**config.mk**
```make
export PLATFORM = sky130hd
export DESIGN_NAME = serial_adder
export DESIGN_NICKNAME = d
export VERILOG_FILES = /design/src/rtl/serial_adder.sv
export SDC_FILE = /design/constraint.sdc
export NUM_CORES = 1
export LEC_CHECK = 0
export ABC_AREA = 1
export CAP_MARGIN = 20
export CELL_PAD_IN_SITES_DETAIL_PLACEMENT = 1
export CELL_PAD_IN_SITES_GLOBAL_PLACEMENT = 1
export CORE_UTILIZATION = 40
export DETAILED_ROUTE_END_ITERATION = 10
export PLACE_DENSITY = 0.91
export SYNTH_ARGS = -nofsm -noshare
export SYNTH_HDL_FRONTEND = slang
export SYNTH_SLANG_ARGS = --single-unit
```
**constraint.sdc**
```tcl
create_clock -name clk -period 3.4 [get_ports clk]
set_input_delay 0.68 -clock clk [delete_from_list [all_inputs] [get_ports clk]]
set_output_delay 0.68 -clock clk [all_outputs]
set_load 0.05 [all_outputs]
```
**src/rtl/serial_adder.sv**
```systemverilog
// serial_adder: bit-serial adder around one structuralFullAdder cell; SERIAL_ADDER_OVERFLOW_EN adds the overflow port.
module structuralFullAdder (
  input  logic a,
  input  logic b,
  input  logic carryin,
  output logic sum,
  output logic carryout
);
  logic ab_x, ab_a, cx_a;
  assign ab_x = a ^ b;
  assign ab_a = a & b;
  assign cx_a = ab_x & carryin;
  assign sum = ab_x ^ carryin;
  assign carryout = ab_a | cx_a;
endmodule

module serial_adder #(
  parameter int WIDTH = 8
) (
  input  logic             clk,
  input  logic             reset,
  input  logic             start,
  input  logic [WIDTH-1:0] a,
  input  logic [WIDTH-1:0] b,
  input  logic             carryin,
  output logic             busy,
  output logic             done,
  output logic [WIDTH-1:0] sum,
  output logic             carryout
`ifdef SERIAL_ADDER_OVERFLOW_EN
  , output logic           overflow
`endif
);
  localparam int CW = $clog2(WIDTH);
  typedef enum logic [1:0] {IDLE, RUN, DONE} state_t;
  state_t state, next;
  logic [WIDTH-1:0] a_sh, b_sh, r_sh, r_nxt;
  logic [CW-1:0] cnt;
  logic c, fs, fc, load, last;
  structuralFullAdder fa (.a(a_sh[0]), .b(b_sh[0]), .carryin(c), .sum(fs), .carryout(fc));
  assign busy = state == RUN;
  assign done = state == DONE;
  assign r_nxt = WIDTH'({fs, r_sh} >> 1);
  always_comb begin
    load = start && state != RUN;
    last = state == RUN && cnt == CW'(WIDTH - 1);
    next = load ? RUN : state == RUN ? (last ? DONE : RUN) : IDLE;
  end
  always_ff @(posedge clk) state <= reset ? IDLE : next;
  always_ff @(posedge clk) begin
    if (reset) begin
      a_sh <= '0;
      b_sh <= '0;
      r_sh <= '0;
      c <= 1'b0;
      cnt <= '0;
      sum <= '0;
      carryout <= 1'b0;
`ifdef SERIAL_ADDER_OVERFLOW_EN
      overflow <= 1'b0;
`endif
    end else if (load) begin
      a_sh <= a;
      b_sh <= b;
      c <= carryin;
      cnt <= '0;
    end else if (state == RUN) begin
      r_sh <= r_nxt;
      c <= fc;
      a_sh <= a_sh >> 1;
      b_sh <= b_sh >> 1;
      cnt <= cnt + CW'(1);
      if (last) begin
        sum <= r_nxt;
        carryout <= fc;
`ifdef SERIAL_ADDER_OVERFLOW_EN
        overflow <= c ^ fc;
`endif
      end
    end
  end
endmodule

```
# Yosys cells after proc, flatten, opt, wreduce, memory -nomap -nowiden
# Index checks and enable logic that the tools add are counted.
[word_totals]
regBits = 39
in_bits = 20
elab_cells = 37
[classes]
addsub = 1
eq_ne = 4
muxes = 9
bitwise = 7
n_reduce_logical = 7
[op_table]
columns = ["op", "n"]
rows = [
  ["$mux W8", 4],
  ["$mux W1", 4],
  ["$add A3 B1 Y3 const B", 1],
  ["$eq A3 B3 Y1 const B", 1],
  ["$reduce_and A3 Y1", 1],
  ["$reduce_or A3 Y1", 1],
  ["$and A1 B1 Y1", 2],
  ["$eq A2 B1 Y1 const B", 1],
  ["$eq A2 B2 Y1 const B", 1],
  ["$logic_and A1 B1 Y1", 2],
  ["$mux W2", 1],
  ["$ne A2 B1 Y1 const B", 1],
  ["$not A1 Y1", 2],
  ["$reduce_and A2 Y1", 1],
  ["$reduce_bool A2 Y1", 1],
  ["$reduce_or A2 Y1", 1],
  ["$xor A1 B1 Y1", 2],
  ["$or A1 B1 Y1", 1],
]

# Depth between registers and ports, before layout
[depth]
depth_word = 5
ltp_mapped = 7

# Cells and area by module
# Synthesis repeated with hierarchy kept, for this count alone.
[unflattened]
hier_cells = 219
area_unflattened_um2 = 1730.4
[by_module_without_submodules]
columns = ["mod", "n_inst", "cells_per_inst", "area_each_um2"]
rows = [
  ["serial_adder", 1, 218, 1710.4],
  ["structuralFullAdder", 1, 1, 20.0],
]

# Least setup slack after synthesis
# OpenSTA, ideal clock, no wires.
[synth_timing]
path_kind = "register to output"
startpoint = "reg state[1]"
endpoint = "out done"
arrival_time_ns = 1.150
required_ns = 2.720
setup_slack_ns = 1.570
path_stages_with_launch = 3
path_cell_list = "dfxtp_1 inv_2 nor2_1"
[synth_via]
elab_chain_len = 1
[synth_lines]
columns = ["element", "line_no", "source"]
rows = [
  ["start: declaration", "36", "state_t state, next;"],
  ["start signal: assignment", "49", "always_ff @(posedge clk) state <= reset ? IDLE : next;"],
  ["$eq A2 B2 Y1", "42", "assign done = state == DONE;"],
  ["end: declaration", "27", "output logic done,"],
]
# Every way passes these cells.

# Worst setup path after layout
# Ends and elaborated chain as after synthesis.

==> impl_results.md <==
- Share of cells above drive strength 1: 10.93%
- Mean Syn Cell Area: 7.890 sq um
- Die ar.: 0.004587 sq mm
- Cts bufs inserted: 5
- Residual DRC count: 0
- Diode count: 0
- Largest cells by area after synthesis: dfxtp_1, nand3_1, nand2_1
- Cell Pwr Density: 462.7 mW/mm^2
- Vias: 1540
- Seq pwr share: around half
- Core ar.: 0.004086 sq mm
- CTS sink cnt: 38
- Most frequent cells in the layout: nand2_1, nand3_1, dfxtp_1
- Crit path depth: 3
- Final min period: around 2.4 ns
- DR iter-0 viols: 105
- Worst-Skew Late Latency: 0.29 ns
- R2r worst-path depth: 7
- Buffers on Ports: 30
- Critical path class: flip-flop to output pin
- Crit start category: flip-flop
- Clock slew at reported path FFs: 0.07 ns
- Worst stage delay on the critical path: 0.80 ns
- Slowest cell on crit path: clkdlybuf4s50_1
- Initial Utilization: 42.28%
- CTS Root Cell: clkbuf_8
- Tcrit/Tclk final: between 60% and 70%
- Slew HR: 66.80%
- Worst Path Buf+Inv: 2
- Area delta synth->final: 22.30%
- WP data arrival: 1.70 ns
- Met2 usage: about a third
- RSZ-0062 raised after global routing: false
- Routed WL per cell: 14.81 um
- Pint: approximately 0.00075 W
- Final hold violations: 0
- Critical Path End Type: output pin
- CTS tree: yes
- All-Layer GR Usage: 21.29%
- Worst hold slack: 0.4570 ns
- Final #Nets: 270
- Register area share after synthesis: 44.03%
- Max Cap Violations: 0
- Hold Path Depth: 2
- Maximum clock rate: roughly 420 MHz
- Pwr Total: 0.0009779 W
- Final Max Slew Viols: 0
- # Post-CTS Setup Buffers: 0
- Area leader, netlist: dfxtp_1
- Clock power frac: between 30% and 40%
- Yosys cell types: 18
- CP required: 2.72 ns
- Mapped Area: 0.001728 sq mm
- Cts hold-fix bufs: 0
- Yosys reg bits: 38
- Switch share: 23.57%
- Vias in the first global route: roughly 1500
- Die height: 67.73 um
- Post-DP HPWL: 2815 um
- Synth warn: 0
- Final ANT Viol Nets: 0
- DRT Pass-1 Iters: 4
- GRT met1 Usage: 26.57%
- Initial antenna violation count: 0
- Worst Setup Slack post-DPL: 1.223 ns
- Htree depth: 2
- Comb power frac: 11.8%
- Mapped Nets: 242
- First-pass GRT wire length: 7120 um
- Largest net degree at the start of global routing: 43
- Net Switching: between 0.0002 and 0.00025 W
- Grt peak-use layer: met2
- Vias/cell: 5.185
- Finished Core Util: roughly half
- Grt met3 use: 5.405%
- Cell Chain, Critical Path: inv_2, nor2_1, clkdlybuf4s50_1
- Setup TNS: 0 ns
- Crit path max fanout: 2
- Post-synth top area share: between 40% and 50%
- Post-CTS sizing: 0
- Routability-driven placement congestion ratio: 0.7430
- CTS Buffer Depth: 2
- Std-Cell Rows: 23
- Congestion Overflow GR: 0
- # IOs: 31
- Worst setup slack after layout: 1.024 ns
- Chip Width: 67.73 um
- Gate Count Post-Synth: approximately 220
- Maximum vdd drop: ~210 uV
- Clock Skews: roughly 0.0024 ns
- Status: finished, final reports clean
- Worst Tran Pin Value: 0.4964 ns
- Leak pwr: 0.9934 nW
- Commonest non-fill, non-tap cell in the layout: nand2_1
- Crit path max-delay family: buffers and inverters
- Hold/Removal Path Class: flip-flop to flip-flop
- Routed WL: between 4000 and 5000 um
- # setup viols final: 0
Yosys cell counts:
cell type / number
nand2_1: 55
nand3_1: 47
dfxtp_1: 38
nor2_1: 18
inv_1: 16
nand3_2: 9
o21ai_0: 8
buf_6: 7
a21oi_1: 4
buf_2: 4
inv_2: 3
ha_1: 2
nand2_4: 2
nor2_8: 2
buf_4: 1
clkbuf_8: 1
fa_1: 1
xor2_1: 1
per-stage QoR:
step	std cells	instance area [sq um]
global route	297	2113
floorplan	219	1728
finish	297	2113
global placement	290	2001
CTS	297	2113
detailed placement	290	2001
power groups by stage:
stage / Clock (W) / Combinational [W] / Sequential, W
final: 0.000383 / 0.000115 / 0.000480
after global routing: 0.000415 / 0.000128 / 0.000481
after CTS: 0.000389 / 0.000116 / 0.000479
after detailed placement: 0 / 0.000113 / 0.000489
after global placement: 0 / 0.000108 / 0.000487
after floorplan: 0 / 0.0000796 / 0.000485
area by class of cell:
class | count | area (sq um)
Fill cell | 513 | 1973
Tap cell | 50 | 62.56
Timing Repair Buffer | 34 | 330.3
Clock inverter | 1 | 30.03
Inverter | 19 | 71.32
Clock buffer | 6 | 82.58
Sequential cell | 38 | 760.7
Multi-Input combinational cell | 149 | 775.7
worst register-to-register path: stages (launching register included):
cell and delay [ns]:
dfxtp_1 0.41, inv_2 0.08, nor2_8 0.09, buf_4 0.30, nand2_4 0.23, nor2_8 0.22
nand2_1 0.08, nand2_1 0.07
registers in the layout, indices dropped and copies added, names as in the netlist:
register	count
cnt	3
carryout	1
state	2
sum	8
r_sh	7
a_sh	8
c	1
b_sh	8
kinds of logic (layout without fill, tap and decap cells):
kind of cell	Yosys count	after routing	synth area share [%]
XOR/XNOR	1	1	0.5070
flip-flops	38	38	44.03
adder cells (fa/ha/maj)	3	3	2.607
AO/OA/AOI/OAI	12	12	3.476
buffers and inverters	32	60	11.08
AND/OR/NAND/NOR	133	133	38.31
routing by layer:
| metal | vias up | share of wire [%] |
|---|---|---|
| met5 | - | 0 |
| met4 | 0 | 2.2 |
| met3 | 9 | 2.7 |
| met2 | 26 | 50 |
| met1 | 751 | 45 |
| li1 | 754 | - |
path summary, 6_finish.rpt:
| check | startpoint | to | slack [ns] |
|---|---|---|---|
| worst max register to register | state[0] | sum[7] | 1.85 |
| worst min-delay path | r_sh[1] | sum[0] | 0.46 |
| worst max-delay path | state[1] | done | 1.02 |
| worst min register to register | r_sh[1] | sum[0] | 0.46 |
Power figures use the tool's default switching activity.
